===== config.mk =====
export PLATFORM = sky130hd
export DESIGN_NAME = uart_transceiver_flat
export DESIGN_NICKNAME = d
export VERILOG_FILES = /design/src/rtl/uart_transceiver_if.sv /design/src/rtl/uart_transceiver.sv /design/src/flat_wrapper.sv
export SDC_FILE = /design/constraint.sdc
export NUM_CORES = 1
export LEC_CHECK = 0
export CAP_MARGIN = 20
export CORE_MARGIN = 10
export CORE_UTILIZATION = 25
export DETAILED_ROUTE_END_ITERATION = 8
export PLACE_DENSITY = 0.38
export SYNTH_ARGS = -nofsm -noshare
export SYNTH_HDL_FRONTEND = slang
export SYNTH_SLANG_ARGS = --single-unit
export TNS_END_PERCENT = 5

===== constraint.sdc =====
create_clock -name clk -period 4.45 [get_ports clk]
set_clock_uncertainty 0.05 [all_clocks]
set_input_delay 0.89 -clock clk [delete_from_list [all_inputs] [get_ports clk]]
set_output_delay 0.89 -clock clk [all_outputs]
set_load 0.05 [all_outputs]

===== src/rtl/uart_transceiver_if.sv =====
// Byte-stream side of uart_transceiver: ready/valid transmit and receive channels.
// The slave modport is the transceiver; the master modport is the on-chip producer/consumer.
interface uart_transceiver_if #(
  parameter int DATA_BITS = 8
);
  logic [DATA_BITS-1:0] tx_data;
  logic                 tx_valid;
  logic                 tx_ready;
  logic [DATA_BITS-1:0] rx_data;
  logic                 rx_parity_err;
  logic                 rx_frame_err;
  logic                 rx_valid;
  logic                 rx_ready;
  logic                 rx_overrun;

  modport master (
    output tx_data, tx_valid, rx_ready,
    input  tx_ready, rx_data, rx_parity_err, rx_frame_err, rx_valid, rx_overrun
  );

  modport slave (
    input  tx_data, tx_valid, rx_ready,
    output tx_ready, rx_data, rx_parity_err, rx_frame_err, rx_valid, rx_overrun
  );
endinterface


===== src/rtl/uart_transceiver.sv =====
// Parametrised full-duplex UART (5-9 data bits, none/odd/even parity, 1/2 stop bits)
// with false-start rejection, parity/framing error flags and receive overrun detection.
module uart_transceiver #(
  parameter int CLK_HZ     = 12_000_000,
  parameter int BAUDRATE   = 115200,
  parameter int SYNC_DEPTH = 3,
  parameter int DATA_BITS  = 8,
  parameter int PARITY     = 0,
  parameter int STOP_BITS  = 1
) (
  input  logic               clk,
  input  logic               rst,
  uart_transceiver_if.slave  bus,
  output logic               uart_tx,
  input  logic               uart_rx
);
  localparam int BAUD_DIV = CLK_HZ / BAUDRATE;
  localparam int CW       = $clog2(BAUD_DIV);
  localparam int IW       = 4;
  localparam logic [CW-1:0] CNT_LAST  = CW'(BAUD_DIV - 1);
  localparam logic [CW-1:0] CNT_MID   = CW'(BAUD_DIV / 2);
  localparam logic [IW-1:0] DATA_LAST = IW'(DATA_BITS - 1);
  localparam logic [IW-1:0] STOP_LAST = IW'(STOP_BITS - 1);

  // ---------------- transmitter ----------------
  typedef enum logic [2:0] {TX_IDLE, TX_START, TX_DATA, TX_PARITY, TX_STOP} tx_state_t;

  tx_state_t            tx_state, tx_state_n;
  logic [CW-1:0]        tx_cnt, tx_cnt_n;
  logic [IW-1:0]        tx_idx, tx_idx_n;
  logic [DATA_BITS-1:0] tx_shift, tx_shift_n;
  logic                 tx_par, tx_par_n;
  logic                 tx_line_n;
  logic                 tx_bit_end;

  assign tx_bit_end   = (tx_cnt == CNT_LAST);
  assign bus.tx_ready = (tx_state == TX_IDLE);

  always_comb begin
    tx_state_n = tx_state;
    tx_cnt_n   = tx_cnt;
    tx_idx_n   = tx_idx;
    tx_shift_n = tx_shift;
    tx_par_n   = tx_par;
    tx_line_n  = 1'b1;
    if (tx_state != TX_IDLE) tx_cnt_n = tx_bit_end ? '0 : tx_cnt + 1'b1;
    unique case (tx_state)
      TX_IDLE: if (bus.tx_valid) begin
        tx_state_n = TX_START;
        tx_cnt_n   = '0;
        tx_shift_n = bus.tx_data;
        tx_par_n   = (PARITY == 1) ? ~^bus.tx_data : ^bus.tx_data;
      end
      TX_START: if (tx_bit_end) begin
        tx_state_n = TX_DATA;
        tx_idx_n   = '0;
      end
      TX_DATA: if (tx_bit_end) begin
        tx_shift_n = tx_shift >> 1;
        if (tx_idx == DATA_LAST) begin
          tx_idx_n   = '0;
          tx_state_n = (PARITY == 0) ? TX_STOP : TX_PARITY;
        end else begin
          tx_idx_n = tx_idx + 1'b1;
        end
      end
      TX_PARITY: if (tx_bit_end) tx_state_n = TX_STOP;
      TX_STOP: if (tx_bit_end) begin
        if (tx_idx == STOP_LAST) begin
          tx_state_n = TX_IDLE;
          tx_idx_n   = '0;
        end else begin
          tx_idx_n = tx_idx + 1'b1;
        end
      end
      default: tx_state_n = TX_IDLE;
    endcase
    // Line level is decoded from the next state so uart_tx is a clean flop output.
    case (tx_state_n)
      TX_START:  tx_line_n = 1'b0;
      TX_DATA:   tx_line_n = tx_shift_n[0];
      TX_PARITY: tx_line_n = tx_par_n;
      default:   tx_line_n = 1'b1;
    endcase
  end

  always_ff @(posedge clk) begin
    if (rst) begin
      tx_state <= TX_IDLE;
      tx_cnt   <= '0;
      tx_idx   <= '0;
      tx_shift <= '0;
      tx_par   <= 1'b0;
      uart_tx  <= 1'b1;
    end else begin
      tx_state <= tx_state_n;
      tx_cnt   <= tx_cnt_n;
      tx_idx   <= tx_idx_n;
      tx_shift <= tx_shift_n;
      tx_par   <= tx_par_n;
      uart_tx  <= tx_line_n;
    end
  end

  // ---------------- receiver ----------------
  typedef enum logic [2:0] {RX_IDLE, RX_START, RX_DATA, RX_PARITY, RX_STOP} rx_state_t;

  logic [SYNC_DEPTH-1:0] sync;
  logic                  rxs;
  rx_state_t             rx_state, rx_state_n;
  logic [CW-1:0]         rx_cnt, rx_cnt_n;
  logic [IW-1:0]         rx_idx, rx_idx_n;
  logic [DATA_BITS-1:0]  rx_shift, rx_shift_n;
  logic                  rx_perr, rx_perr_n, rx_ferr, rx_ferr_n;
  logic                  rx_armed, rx_armed_n;
  logic                  frame_done, load;
  logic [DATA_BITS-1:0]  data_q;
  logic                  perr_q, ferr_q, valid_q, overrun_q;

  assign rxs = sync[SYNC_DEPTH-1];

  always_comb begin
    rx_state_n = rx_state;
    rx_cnt_n   = rx_cnt;
    rx_idx_n   = rx_idx;
    rx_shift_n = rx_shift;
    rx_perr_n  = rx_perr;
    rx_ferr_n  = rx_ferr;
    rx_armed_n = rx_armed | rxs;
    frame_done = 1'b0;
    unique case (rx_state)
      RX_IDLE: if (!rxs && rx_armed) begin
        rx_state_n = RX_START;
        rx_cnt_n   = '0;
      end
      RX_START: if (rx_cnt == CNT_MID) begin
        rx_cnt_n = '0;
        if (rxs) begin
          rx_state_n = RX_IDLE;
        end else begin
          rx_state_n = RX_DATA;
          rx_idx_n   = '0;
          rx_perr_n  = 1'b0;
          rx_ferr_n  = 1'b0;
        end
      end else begin
        rx_cnt_n = rx_cnt + 1'b1;
      end
      RX_DATA: if (rx_cnt == CNT_LAST) begin
        rx_cnt_n   = '0;
        rx_shift_n = {rxs, rx_shift[DATA_BITS-1:1]};
        if (rx_idx == DATA_LAST) begin
          rx_idx_n   = '0;
          rx_state_n = (PARITY == 0) ? RX_STOP : RX_PARITY;
        end else begin
          rx_idx_n = rx_idx + 1'b1;
        end
      end else begin
        rx_cnt_n = rx_cnt + 1'b1;
      end
      RX_PARITY: if (rx_cnt == CNT_LAST) begin
        rx_cnt_n   = '0;
        rx_perr_n  = (PARITY == 1) ? ~(^rx_shift ^ rxs) : (^rx_shift ^ rxs);
        rx_state_n = RX_STOP;
      end else begin
        rx_cnt_n = rx_cnt + 1'b1;
      end
      RX_STOP: if (rx_cnt == CNT_LAST) begin
        rx_cnt_n  = '0;
        rx_ferr_n = rx_ferr | ~rxs;
        if (rx_idx == STOP_LAST) begin
          rx_state_n = RX_IDLE;
          rx_idx_n   = '0;
          frame_done = 1'b1;
          // A low final stop bit must see the line go high before a new start is accepted.
          rx_armed_n = rxs;
        end else begin
          rx_idx_n = rx_idx + 1'b1;
        end
      end else begin
        rx_cnt_n = rx_cnt + 1'b1;
      end
      default: rx_state_n = RX_IDLE;
    endcase
  end

  assign load = frame_done && (!valid_q || bus.rx_ready);

  always_ff @(posedge clk) begin
    if (rst) begin
      sync      <= '1;
      rx_state  <= RX_IDLE;
      rx_cnt    <= '0;
      rx_idx    <= '0;
      rx_shift  <= '0;
      rx_perr   <= 1'b0;
      rx_ferr   <= 1'b0;
      rx_armed  <= 1'b1;
      data_q    <= '0;
      perr_q    <= 1'b0;
      ferr_q    <= 1'b0;
      valid_q   <= 1'b0;
      overrun_q <= 1'b0;
    end else begin
      sync      <= {sync[SYNC_DEPTH-2:0], uart_rx};
      rx_state  <= rx_state_n;
      rx_cnt    <= rx_cnt_n;
      rx_idx    <= rx_idx_n;
      rx_shift  <= rx_shift_n;
      rx_perr   <= rx_perr_n;
      rx_ferr   <= rx_ferr_n;
      rx_armed  <= rx_armed_n;
      overrun_q <= frame_done && valid_q && !bus.rx_ready;
      if (load) begin
        data_q  <= rx_shift_n;
        perr_q  <= rx_perr_n;
        ferr_q  <= rx_ferr_n;
        valid_q <= 1'b1;
      end else if (bus.rx_ready) begin
        valid_q <= 1'b0;
      end
    end
  end

  assign bus.rx_data       = data_q;
  assign bus.rx_parity_err = perr_q;
  assign bus.rx_frame_err  = ferr_q;
  assign bus.rx_valid      = valid_q;
  assign bus.rx_overrun    = overrun_q;
endmodule


===== src/flat_wrapper.sv =====
// flat-port wrapper written by rule: the top's interface ports become plain ports
module uart_transceiver_flat 
#(
  parameter int CLK_HZ     = 12_000_000,
  parameter int BAUDRATE   = 115200,
  parameter int SYNC_DEPTH = 3,
  parameter int DATA_BITS  = 8,
  parameter int PARITY     = 0,
  parameter int STOP_BITS  = 1
)
  (clk, rst, uart_tx, uart_rx, bus_tx_data, bus_tx_valid, bus_rx_ready, bus_tx_ready, bus_rx_data, bus_rx_parity_err, bus_rx_frame_err, bus_rx_valid, bus_rx_overrun);
  uart_transceiver_if #(.DATA_BITS(DATA_BITS)) bus_i ();
  input  logic clk;
  input  logic rst;
  output logic uart_tx;
  input  logic uart_rx;
  input wire logic [$bits(bus_i.tx_data)-1:0] bus_tx_data;
  input wire logic [$bits(bus_i.tx_valid)-1:0] bus_tx_valid;
  input wire logic [$bits(bus_i.rx_ready)-1:0] bus_rx_ready;
  output wire logic [$bits(bus_i.tx_ready)-1:0] bus_tx_ready;
  output wire logic [$bits(bus_i.rx_data)-1:0] bus_rx_data;
  output wire logic [$bits(bus_i.rx_parity_err)-1:0] bus_rx_parity_err;
  output wire logic [$bits(bus_i.rx_frame_err)-1:0] bus_rx_frame_err;
  output wire logic [$bits(bus_i.rx_valid)-1:0] bus_rx_valid;
  output wire logic [$bits(bus_i.rx_overrun)-1:0] bus_rx_overrun;
  assign bus_i.tx_data = bus_tx_data;
  assign bus_i.tx_valid = bus_tx_valid;
  assign bus_i.rx_ready = bus_rx_ready;
  assign bus_tx_ready = bus_i.tx_ready;
  assign bus_rx_data = bus_i.rx_data;
  assign bus_rx_parity_err = bus_i.rx_parity_err;
  assign bus_rx_frame_err = bus_i.rx_frame_err;
  assign bus_rx_valid = bus_i.rx_valid;
  assign bus_rx_overrun = bus_i.rx_overrun;
  uart_transceiver #(.CLK_HZ(CLK_HZ), .BAUDRATE(BAUDRATE), .SYNC_DEPTH(SYNC_DEPTH), .DATA_BITS(DATA_BITS), .PARITY(PARITY), .STOP_BITS(STOP_BITS)) u_core (.clk(clk), .rst(rst), .bus(bus_i), .uart_tx(uart_tx), .uart_rx(uart_rx));
endmodule

* After elaboration in Yosys (flattened, before gate mapping) *
Index checks and enable logic that the tools add are counted.

cells by class
  $add $sub $neg = 4
  equal/unequal tests = 28
  mux-type cells = 62
  bitwise logic cells = 4
  reduce and logical (&&, ||, !) cells = 26

operator list
  cell                                                    number
  two-way mux 7 bit                                       7
  two-way mux 4 bit                                       11
  two-way mux 3 bit                                       14
  two-way mux 8 bit                                       4
  one-hot mux 3 bit (5 select lines)                      2
  one-hot mux 4 bit (3 select lines)                      2
  one-hot mux 7 bit (3 select lines)                      1
  inequality test 2 x 1 -> 1 bit (second input constant)  10
  == test 3 x 2 -> 1 bit (second input constant)          6
  two-way mux 1 bit                                       16
  one-hot mux 8 bit (2 select lines)                      1
  parity 8 bit                                            2
  adder 7 x 1 -> 7 bit (second input constant)            2
  == test 7 bit (second input constant)                   2
  nonzero test 3 bit                                      4
  == test 3 x 1 -> 1 bit (second input constant)          3
  adder 4 x 1 -> 4 bit (second input constant)            2
  == test 4 x 3 -> 1 bit (second input constant)          2
  zero test 4 bit                                         2
  == test 7 x 6 -> 1 bit (second input constant)          1
  AND reduction 7 bit                                     1
  == test 3 bit (second input constant)                   2
  zero test 3 bit                                         2
  AND reduction 5 bit                                     1
  other kinds (15)                                        24

storage, ports and cells
  register bits = 64
  output and inout bits = 14
  logic and storage cells = 144

* Logic depth before layout (Yosys ltp) *
Gate-level depths: netlist (run 1).

  depth in word-level cells = 6
  depth in mapped cells = 9

* Worst setup path after synthesis (run 1) *
No wires, ideal clock.

  path kind = flip-flop to flip-flop
  start point = register u_core.rx_cnt[0]
  end point = register u_core.perr_q (netlist: u_core.bus.rx_parity_err)
  library setup time = 86 ps
  arrival = 1983 ps
  data required time = 4314 ps
  slack = 2331 ps
  cell stages (with the launch flop) = 9
  path buffers = 2
  cell sequence = dfxtp_1 -> ha_1 -> nand4b_1 -> or4b_4 -> nor2b_2 -> buf_6 -> buf_12 -> nor2_1 -> a211oi_1

between the ends
  cells in the longest elaborated chain, start to end = 4

ends and longest elaborated chain
  item                    line                                              RTL
  start, declared         uart_transceiver.sv:111                           logic [CW-1:0] rx_cnt, rx_cnt_n;
  start signal, assigned  uart_transceiver.sv:207                           rx_cnt <= rx_cnt_n;
  == test 7 bit           uart_transceiver.sv:161, uart_transceiver.sv:168
  two-way mux 1 bit       uart_transceiver.sv:168                           RX_STOP: if (rx_cnt == CNT_LAST) begin
  two-way mux 1 bit       uart_transceiver.sv:131                           unique case (rx_state)
  logical AND 1 bit       uart_transceiver.sv:187                           assign load = frame_done && (!valid_q || bus.rx_ready);
  end signal, assigned    uart_transceiver.sv:216                           perr_q <= rx_perr_n;
  end, declared           uart_transceiver.sv:118                           logic perr_q, ferr_q, valid_q, overrun_q;

Parallel ways exist; a longest one is shown, timed or not.
A chain may end at the register's enable or synchronous reset.

* Final worst setup path (run 1) *
  start point = register u_core.tx_state[0]
  end point = output bus_tx_ready

between the ends
  cells in the longest elaborated chain, start to end = 1

ends and longest elaborated chain
  item                    line                    RTL
  start, declared         uart_transceiver.sv:28  tx_state_t tx_state, tx_state_n;
  start signal, assigned  uart_transceiver.sv:96  tx_state <= tx_state_n;
  zero test 3 bit         uart_transceiver.sv:37  assign bus.tx_ready = (tx_state == TX_IDLE);
  end, declared           flat_wrapper.sv:20      output wire logic [$bits(bus_i.tx_ready)-1:0] bus_tx_ready;

No other way between the ends.

==> results of run 1 <==
==> path summary, 6_finish.rpt <==
kind / cells after the start / start / endpoint
max: 4 / u_core.tx_state[0]$_SDFF_PP0_ / bus_tx_ready
min: 1 / u_core.sync[0]$_SDFF_PP1_ / u_core.sync[1]$_SDFF_PP1_
max reg2reg: 5 / u_core.rx_state[2]$_SDFFE_PP0P_ / u_core.bus.rx_frame_err$_SDFFE_PP0P_
min reg2reg: 1 / u_core.sync[0]$_SDFF_PP1_ / u_core.sync[1]$_SDFF_PP1_
==> state kept, by name (all words and copies together) (netlist names), 3 cells and up <==
signal and flops:
u_core.bus.rx_data 8, u_core.rx_cnt 7, u_core.rx_idx 4, u_core.rx_shift 8, u_core.rx_state 3, u_core.sync 3
u_core.tx_cnt 7, u_core.tx_idx 4, u_core.tx_shift 8, u_core.tx_state 3
==> routing by layer <==
| layer | vias to the layer above | part of all wire | global-route usage |
|---|---|---|---|
| met1 | 1137 | 0.52 | 0.118 |
| met4 | 0 | 0.016 | 0.0502 |
| li1 | 1346 | - | - |
| met5 | - | 0 | 0 |
| met2 | 53 | 0.42 | 0.117 |
| met3 | 10 | 0.049 | 0.0244 |
==> through the flow <==
stage | hold WS [ns] | setup slack, ns | total power, uW | instances | util
3_5_place_dp | 0.344 | 1.68 | 787 | 548 | 0.285
4_1_cts | 0.356 | 1.32 | 1430 | 562 | 0.306
2_1_floorplan | 0.339 | 2.33 | 733 | 365 | -
5_1_grt | 0.376 | 1.20 | 1480 | 562 | 0.306
3_3_place_gp | 0.345 | 1.74 | 785 | 548 | 0.285
6_report | 0.355 | 1.33 | 1400 | 562 | 0.306
==> power by group <==
part	total (uW)	leakage (uW)	internal, uW	switching (uW)
combinational	161	0.000614	70.2	91.1
clock	628	0.000126	385	243
sequential	609	0.000518	592	17.9
total	1400	0.00126	1050	352
==> final cells by class <==
class / count / area [um^2]
Fill cell: 1352 / 8730
Multi-Input combinational cell: 272 / 1770
Sequential cell: 64 / 1280
Timing Repair Buffer: 30 / 285
Clock buffer: 13 / 250
Tap cell: 172 / 215
Inverter: 10 / 37.5
Clock inverter: 1 / 5.00
==> cells in the mapped netlist, types with 10 or more instances <==
library cell,instances,area share
dfxtp_1,64,0.40
nor2_1,39,0.046
nand2_1,30,0.035
a21oi_1,29,0.045
o21ai_0,14,0.022
xnor2_1,14,0.038
a211oi_1,12,0.028
mux2i_1,12,0.037
nand3_1,12,0.019
nor2b_1,11,0.021
clkbuf_1,10,0.012
inv_1,10,0.012
nand2b_1,10,0.020
==> cell families after synthesis <==
logic type,Yosys count
xor gates and xnor gates,16
and+or+nand+nor,147
muxes,14
AOI/OAI and AO/OA,88
buffers and inverters,29
DFF,64
adders and majority gates,7
==> worst max-delay path: stages (launching register included) <==
cell and delay (ns):
dfxtp_1 0.43, nor2_1 0.22, nand2_1 0.18, inv_1 0.19, clkdlybuf4s50_1 0.83
==> flow_metrics.tcl, run 1 <==
set metrics [dict create \
    status "finished, final reports clean" \
    drt_wl_total_um 7370 \
    ctsHtreeMaxLevel 3 \
    tns_ns 0 \
    arrival_ns 2.18 \
    drt_first_iter_violations 160 \
    vias 2546 \
    place.port_buffers 26 \
    hold_viol_final 0 \
    dpl_cell_area_um2 3580 \
    postLayoutCellArea_um2 3840 \
    root_buffer "clkbuf_16" \
    synth_area_um2 3210 \
    avgSynthCellArea_um2 8.78 \
    die_area_um2 17800 \
    cts_max_path_buffers 2 \
    synthAdderAreaFrac 0.0273 \
    fin_nets 407 \
    p_per_area_nw_per_um2 364 \
    slew_headroom 0.432 \
    grt_pass1_vias 2477 \
    area_delta_synth_final_pct 19.8 \
    post-route-period-util 0.701 \
    ir_drop_mv 0.122 \
    setup_violations 0 \
    grt_pass1_wl_um 12600 \
    cts_hold_buf 0 \
    syn-instance-count 365 \
    syn_nets 385 \
    timing.final.max_slew_violations 0 \
    die_width_um 133 \
    min_period_ns 3.12 \
    avgViaCountPerCell 4.53 \
    drcViolationCount 0 \
    track_usage 0.0862 \
    p_leak_uw 0.00126 \
    synthXorXnorAreaFrac 0.0480 \
    coreArea_um2 12600 \
    grt-ovfl-total 0 \
    r2r_slack_ns 1.77 \
    ys.flop_type "dfxtp_1" \
    synth-simple-area-share 0.251 \
    n_antenna_cell 0 \
    wl_per_cell_um 13.1 \
    end_kind "output port" \
    die_h_um 133 \
    cts.sink_count 64 \
    grt_max_degree 47 \
    grt_antenna_before_repair 0 \
    synth_cell_types 63 \
    clk_pin_slew_ns 0.05 \
    rows 41 \
    synth_edf_count 0 \
    cts_made_buffers 9 \
    drtPass1Iterations 4 \
    clk_latency_ns 0.33 \
    start_util 0.255 \
    synth_top_family_by_area "simple AND/OR/NAND/NOR gates" \
    required_ns 3.51 \
    final_common_cell "dfxtp_1" \
    async_reset_ff_frac 0 \
    rsz0062_at_grt "false" \
    cts_tree "done" \
    gp_congestion 0.777 \
    cts_resized 0 \
    dp_hpwl_um 5150 \
    ys_ff_latch 64 \
    seq_area_frac_synth 0.400 \
    worstPathMaxFanout 12 \
    hold_path.class "reg -> reg" \
    max_freq_ghz 0.320 \
    synthMuxAreaShare 0.0445 \
    critPathLaunchType "flip-flop" \
    maxCapViolCount 0 \
    yosysWarnings 0 \
    tightestPinTransition_ns 0.852 \
    layout_common_cells "64 x dfxtp_1, 39 x nor2_1, 30 x nand2_1" \
    criticalPathCategory "reg -> out" \
    io_pins 27 \
    final_antenna_net_count 0 \
    drive_above_1_share 0.0821 \
    synth_compound_area_frac 0.180 \
    cts_setup_buffers 0 \
]
Note: power is estimated with default switching activity, not from simulation.
==> inputs of run 2 (changes only) <==
Clock period 4.45 ns to 3 ns, I/O delays scaled along.
==> run 2 against run 1 <==
Clock power increased by 67%. First-iteration DRC count down 3.1%. Via count down 0.47%. Worst hold slack about the same. Final cell count rose by 0.71%. Sequential share of layout area shrank 0.64 points. Setup slack worse by 0.74 ns. Non-clock buffer count up 2. Design area increased by 2.0%. Critical path depth unchanged.
==> flow_metrics.tcl, run 2 (same netlist as run 1, synthesis figures left out) <==
set metrics [dict create \
    status "finished, final reports clean" \
    grt-ovfl-total 0 \
    stdcell_count 566 \
    final_antenna_net_count 0 \
    cp_slowest_cell "dlymetal6s2s_1" \
    drt_first_iter_violations 155 \
    ctsHtreeMaxLevel 3 \
    min_to "u_core.sync[2]$_SDFF_PP1_" \
    slew_headroom 0.522 \
    reg2reg_depth 6 \
    hold_slack_ns 0.355 \
    tightestPinTransition_ns 0.711 \
    drt_wl_total_um 7050 \
    tns_ns 0 \
    p_clk_frac 0.478 \
    avgViaCountPerCell 4.48 \
    hold_viol_final 0 \
    grt_pass1_wl_um 12000 \
    min_period_ns 2.41 \
    end_kind "output port" \
    grt_max_degree 54 \
    arrival_ns 1.76 \
    clk_pin_slew_ns 0.05 \
    n_antenna_cell 0 \
    switching_share 0.238 \
    seq_power_share 0.413 \
    maxCapViolCount 0 \
    timing.critical_path.buf_inv 2 \
    max_freq_ghz 0.415 \
    wl_per_cell_um 12.5 \
    switching_power_uw 521 \
    die_area_um2 17800 \
    critPathLaunchType "flip-flop" \
    area_delta_synth_final_pct 22.1 \
    power_frac_comb 0.109 \
    setup_violations 0 \
    critPathTopFamily "buffers and inverters" \
    timing.rr.start "u_core.rx_state[2]$_SDFFE_PP0P_" \
    gp_congestion 0.730 \
    root_buffer "clkbuf_16" \
    clk_latency_ns 0.33 \
    rsz0062_at_grt "false" \
    required_ns 2.35 \
    rows 41 \
    final_common_cell "dfxtp_1" \
    slowest_delay_ns 0.45 \
    cts_hold_buf 0 \
    drtPass1Iterations 4 \
    worstPathMaxFanout 12 \
    cts_tree "done" \
    dp_hpwl_um 4970 \
    track_usage 0.0819 \
    io_pins 27 \
    cts_made_buffers 9 \
    min_from "u_core.sync[1]$_SDFF_PP1_" \
    start_util 0.255 \
    criticalPathCategory "reg -> out" \
    post-route-period-util 0.803 \
    die_h_um 133 \
    layout_common_cells "64 x dfxtp_1, 39 x nor2_1, 30 x nand2_1" \
    r2r_slack_ns 0.61 \
    cts.sink_count 64 \
    p_per_area_nw_per_um2 559 \
    cts_max_path_buffers 2 \
    hold_depth 1 \
    coreArea_um2 12600 \
    fin_nets 409 \
    p_leak_uw 0.00130 \
    dp.cells 550 \
    vias 2534 \
    cell_internal_pwr_uw 1670 \
    grt_pass1_vias 2396 \
    r2r_end "u_core.bus.rx_frame_err$_SDFFE_PP0P_" \
    crit_chain "nor2_1 -> nand2_1 -> inv_1 -> dlymetal6s2s_1" \
    drive_above_1_share 0.0939 \
    die_width_um 133 \
    timing.final.max_slew_violations 0 \
    grt_antenna_before_repair 0 \
    ir_drop_mv 0.196 \
    place.port_buffers 26 \
    hold_path.class "reg -> reg" \
    drcViolationCount 0 \
    nFillCells 1309 \
]
run 2: power groups by stage:
stage          registers (uW)  logic (uW)  clock network [uW]
2_1_floorplan             915         172                   0
3_3_place_gp              921         244                   0
3_5_place_dp              921         243                   0
4_1_cts                   903         243                1090
5_1_grt                   908         268                1130
6_report                  904         240                1050
run 2: worst max path at each step:
stage                                       start                                     to  slack [ns]  depth (start not counted)
finish              u_core.tx_state[0]$_SDFF_PP0_                           bus_tx_ready        0.59                          4
global route        u_core.tx_state[0]$_SDFF_PP0_                           bus_tx_ready        0.38                          4
detailed placement  u_core.tx_state[0]$_SDFF_PP0_                           bus_tx_ready        0.54                          4
CTS                 u_core.tx_state[0]$_SDFF_PP0_                           bus_tx_ready        0.17                          4
floorplan           u_core.rx_cnt[0]$_SDFFE_PP0P_  u_core.bus.rx_parity_err$_SDFFE_PP0P_        0.88                          8
global placement    u_core.tx_state[0]$_SDFF_PP0_                           bus_tx_ready        0.56                          4
run 2: worst register-to-register path, delay by kind of cell, from the launching register on:
kind                   cells  cell delay [ns]
buffers and inverters      1             0.22
flip-flops                 1             0.53
multiplexers               1             0.21
AND/OR/NAND/NOR            4             1.27
run 2: repair_timing:
action | 4_1_cts | 5_1_grt
endpoints found under the setup margin | 0 | 1
resized for setup | 0 | 1
setup buffers | 0 | 0
hold endpoints to repair | 0 | 0
run 2: stage by stage:
| stage | setup WS (ns) | utilization | area [um^2] | power, uW |
|---|---|---|---|---|
| floorplan | 0.882 | - | 3210 | 1090 |
| global placement | 0.562 | 0.287 | 3610 | 1160 |
| detailed placement | 0.537 | 0.287 | 3610 | 1160 |
| CTS | 0.174 | 0.311 | 3910 | 2240 |
| global route | 0.384 | 0.311 | 3920 | 2300 |
| finish | 0.592 | 0.311 | 3920 | 2190 |
run 2: cell type report:
cell class	count	area (um^2)	area share
clock buffer	13	260	0.0665
tap	172	215	0.0550
clock inverter	3	40.0	0.0102
timing repair buffer	32	315	0.0805
multi-input combinational	272	1770	0.451
sequential	64	1280	0.327
inverter	10	37.5	0.00959
run 2: per-layer routing:
layer | track usage | part of all wire
met1 | 0.112 | 0.54
met2 | 0.109 | 0.41
met4 | 0.0472 | 0.020
met5 | 0 | 0
met3 | 0.0274 | 0.037
==> patch 1: new RTL, settings of run 2 <==
Reset style: asynchronous (`rst`), changed in 2 clocked blocks.
--- a/src/rtl/uart_transceiver.sv
+++ b/src/rtl/uart_transceiver.sv
@@ -84,7 +84,7 @@
     endcase
   end
 
-  always_ff @(posedge clk) begin
+  always_ff @(posedge clk or posedge rst) begin
     if (rst) begin
       tx_state <= TX_IDLE;
       tx_cnt   <= '0;
@@ -186,7 +186,7 @@
 
   assign load = frame_done && (!valid_q || bus.rx_ready);
 
-  always_ff @(posedge clk) begin
+  always_ff @(posedge clk or posedge rst) begin
     if (rst) begin
       sync      <= '1;
       rx_state  <= RX_IDLE;
Formal check against the unedited RTL: differs if rst is asserted again (counterexample within 4 cycles, from zero or initial values and one cycle with rst high); with rst held inactive, the same outputs for 10 cycles.
==> patch 1 against run 2 <==
- cell area is 4.6% higher
- die area is 2.2% higher
- area after synthesis is 2.6% higher
- sequential cell count stayed put
- setup slack worse by 0.13 ns
- total power is 7.6% higher
- global-route usage is 0.37 points higher
- count of clock-buffer cells in the layout is 2 lower
- routed wire length is 0.74% higher
- sequential power is 9.0% higher
- critical path type unchanged
- largest power group unchanged
- highest routed layer unchanged
==> patch 1: results (changes against run 2) <==
The met1 capacity usage during global routing was 9.98% (-1.2 points). For this design, the slowest cell found on the critical path is sky130_fd_sc_hd__or3_1. The met3 layer wire length in the routed design is 376 µm (+46%). The complex-gate fraction of the synthesized area is 13.6% (-4.4 points). The worst-case register-to-register setup slack is 0.58 ns (-0.03 ns). The detailed-routing wirelength on met1 is 3.23 mm (-14%). The maximum number of pins on one net before global-route repair came to 65 (+20%). The internal power summed over all cells came out at 1.75 mW (+4.7%). The number of library cell types mapped by synthesis came out at 56 (-11%). The routed length on met2 came out at 3.38 mm (+17%). The XOR/XNOR share of the synthesized area came to 5.48% (+0.68 points). The fraction of power spent switching nets is 25.9% (+2.1 points). By count the netlist is led by sky130_fd_sc_hd__dfrtp_1, sky130_fd_sc_hd__nand2_1, sky130_fd_sc_hd__o21ai_0. The maximum fanout along the worst path is 10 (-2). The peak ir drop on the vdd network was 0.259 mV (+32%). The met3 demand-to-capacity share in global routing is 3.52% (+0.78 points). The sequential fraction of design power is 41.8% (+0.5 points). The routed wire length came to 7.11 mm (+0.74%). The worst register-to-register path ends at u_core.bus.rx_data[6]. Tracing the worst setup path back leads to its startpoint at u_core.tx_state[2]. The wire length of the first global-routing pass came out at 12.6 mm (+5.7%). By instance count, the leading cell after synthesis is sky130_fd_sc_hd__dfrtp_1. The detailed placement HPWL is 5.01 mm (+0.79%). For hold timing, the worst endpoint is u_core.sync[2].

The measured slew at the worst slew-check pin came to 0.843 ns (+0.132 ns). In this run the critical register-to-register path is launched from u_core.rx_state[2]. The placer congestion estimate came out at 0.793 (+8.6%). The count of cells along the worst hold path is 0 (-1). The pre-CTS worst setup slack came to 0.427 ns (-0.110 ns).

The critical hold path startpoint is u_core.sync[1]. The flow ran to the end, and the final reports show no timing, DRC or antenna violations. The synthesized netlist net count is 342 (-11%). The share of layout cells above drive strength 1 came out at 16.1% (+6.7 points). The overall fraction of global-route tracks in use is 8.56% (+0.37 points). The cell area after placement is 3780 µm² (+4.7%). The worst hold-check slack came to 0.304 ns (-0.0504 ns). The global routing stage identified its most utilized layer as met2. The signal arrival time at the worst endpoint is 1.89 ns (+0.13 ns). The sequential-to-total area share from yosys stat came to 48.9% (+8.9 points).

The mux share of post-synthesis cell area is 6.81% (+2.4 points). After synthesis, the cell types taking the most area are sky130_fd_sc_hd__dfrtp_1, sky130_fd_sc_hd__mux2_2, sky130_fd_sc_hd__xnor2_1. The number of nets at the end of the flow is 376 (-8.1%). The mean instance size in the synthesized netlist is 10.2 µm² (+16%). The first-iteration detailed-routing DRC count is 174 (+12%). The delay of the slowest cell on the worst path is 0.50 ns (+0.05 ns).

The post-synthesis share of cell area spent on full adders, half adders and majority gates is 2.66% (-0.069 points). The reported leakage power came to 1.77 nW (+36%).
[patch 1: cell types whose count changed after synthesis, moves of 5 or more]
cell                              run 2  this run
sky130_fd_sc_hd__mux2i_1             12         1
sky130_fd_sc_hd__mux2_2               2        19
sky130_fd_sc_hd__o21ai_0             14        30
sky130_fd_sc_hd__dfrtp_1              0        59
sky130_fd_sc_hd__dfstp_2              0         5
sky130_fd_sc_hd__nand3_1             12         7
sky130_fd_sc_hd__nor2b_1             11         4
sky130_fd_sc_hd__a21oi_1             29        10
sky130_fd_sc_hd__a211oi_1            12         3
sky130_fd_sc_hd__nor2_1              39        21
sky130_fd_sc_hd__dfxtp_1             64         0
sky130_fd_sc_hd__nand2_1             30        40
[patch 1: area by class of cell]
| class | instances | area (µm²) |
|---|---|---|
| clock buffers | 11 | 253 |
| well taps | 172 | 215 |
| clock inverters | 5 | 55.1 |
| inverters | 14 | 52.6 |
| flip-flops and latches | 64 | 1610 |
| repair buffers | 32 | 320 |
| fillers | 1317 | 8680 |
| multi-input cells | 235 | 1590 |
==> patch 2: new RTL, flow settings as in run 2 <==
Made on the original files. Set the localparam `IW` to 3 (it was 4).
--- a/src/rtl/uart_transceiver.sv
+++ b/src/rtl/uart_transceiver.sv
@@ -16,7 +16,7 @@
 );
   localparam int BAUD_DIV = CLK_HZ / BAUDRATE;
   localparam int CW       = $clog2(BAUD_DIV);
-  localparam int IW       = 4;
+  localparam int IW       = 3;
   localparam logic [CW-1:0] CNT_LAST  = CW'(BAUD_DIV - 1);
   localparam logic [CW-1:0] CNT_MID   = CW'(BAUD_DIV / 2);
   localparam logic [IW-1:0] DATA_LAST = IW'(DATA_BITS - 1);
Behaviour: same outputs for any inputs over 10 cycles, from zero or initial values and one cycle with rst high; that may be too few to reach the edited logic, so the function may still have changed.
==> patch 2 against run 2 <==
- setup slack worse by 0.47 ns
- cell area decreased by 6.5%
- routed wire length grew 0.92%
- sequential cell count shrank 2
- area after synthesis fell by 5.5%
- critical path type unchanged
- critical endpoint unchanged
Power is not compared: it rests on default switching activity, and its combinational part moved more than twofold at a synthesized area within 25%.
==> patch 2: results (changes against run 2) <==
The cell area after placement came out at 3410 µm² (-5.6%). The routed length on met2 came out at 3.28 mm (+14%). The worst hold-check slack came out at 0.360 ns (+0.00561 ns). The pre-CTS worst setup slack is 0.475 ns (-0.0621 ns).

The detailed placement HPWL came out at 4.93 mm (-0.75%). The post-route worst setup slack came out at 0.125 ns (-0.467 ns). The number of detailed-route iterations in the first pass came out at 5 (+1). The first-iteration detailed-routing DRC count came out at 142 (-8.4%). The critical hold path startpoint is u_core.sync[0]. The met2 track utilization from global routing came to 14.3% (+3.5 points). The met3 layer wire length in the routed design is 336 µm (+30%). The total of fill cells in the finished design came out at 1257 (-4.0%). The placer congestion estimate came out at 0.761 (+4.2%). The signal arrival time at the worst endpoint is 2.23 ns (+0.47 ns). The via count of the first global-routing pass came out at 2508 (+4.7%).

The worst hold path terminates at u_core.sync[1]. The share of layout cells above drive strength 1 came to 7.39% (-2.0 points). The number of nets at the end of the flow is 397 (-2.9%). The critical path startpoint is u_core.tx_state[2].

The run finished with clean final reports. The routed wire length came out at 7.12 mm (+0.92%). The overall fraction of global-route tracks in use was 9.09% (+0.90 points). The mean instance size in the synthesized netlist came to 8.58 µm² (-2.3%). The number of cells on the worst reg-to-reg path is 5 (-1). The detailed-routing wirelength on met1 is 3.38 mm (-11%).

The synthesized netlist net count is 375 (-2.6%). The number of placed cells counting well taps came to 511 (-7.1%). The endpoint identified for the worst register-to-register timing path is u_core.uart_tx. The met1 capacity usage during global routing is 10.8% (-0.35 points).
==> patch 2: area by class of cell <==
type / count / share of cell area (%)
multi-input cells: 261 / 45.3
flip-flops and latches: 62 / 33.9
repair buffers: 29 / 7.59
clock buffers: 13 / 6.56
well taps: 147 / 5.02
inverters: 12 / 1.37
clock inverters: 2 / 0.273
==> patch 2: critical path, cell delays in order (launching register included) <==
cell,delay [ns]
sky130_fd_sc_hd__dfxtp_1,0.41
sky130_fd_sc_hd__or3_1,0.55
sky130_fd_sc_hd__clkinv_4,0.13
sky130_fd_sc_hd__clkdlybuf4s50_1,0.81
==> patch 2: kinds of logic (layout without fill, tap and decap cells) <==
family	count (synthesis)	in the layout	share of synthesized area [%]
DFF	62	62	41.0
muxes	11	11	3.64
adders and majority gates	9	9	3.72
buffers and inverters	30	56	4.26
and+or+nand+nor	141	141	24.8
xor gates and xnor gates	14	14	4.50
AOI/OAI and AO/OA	86	86	18.1
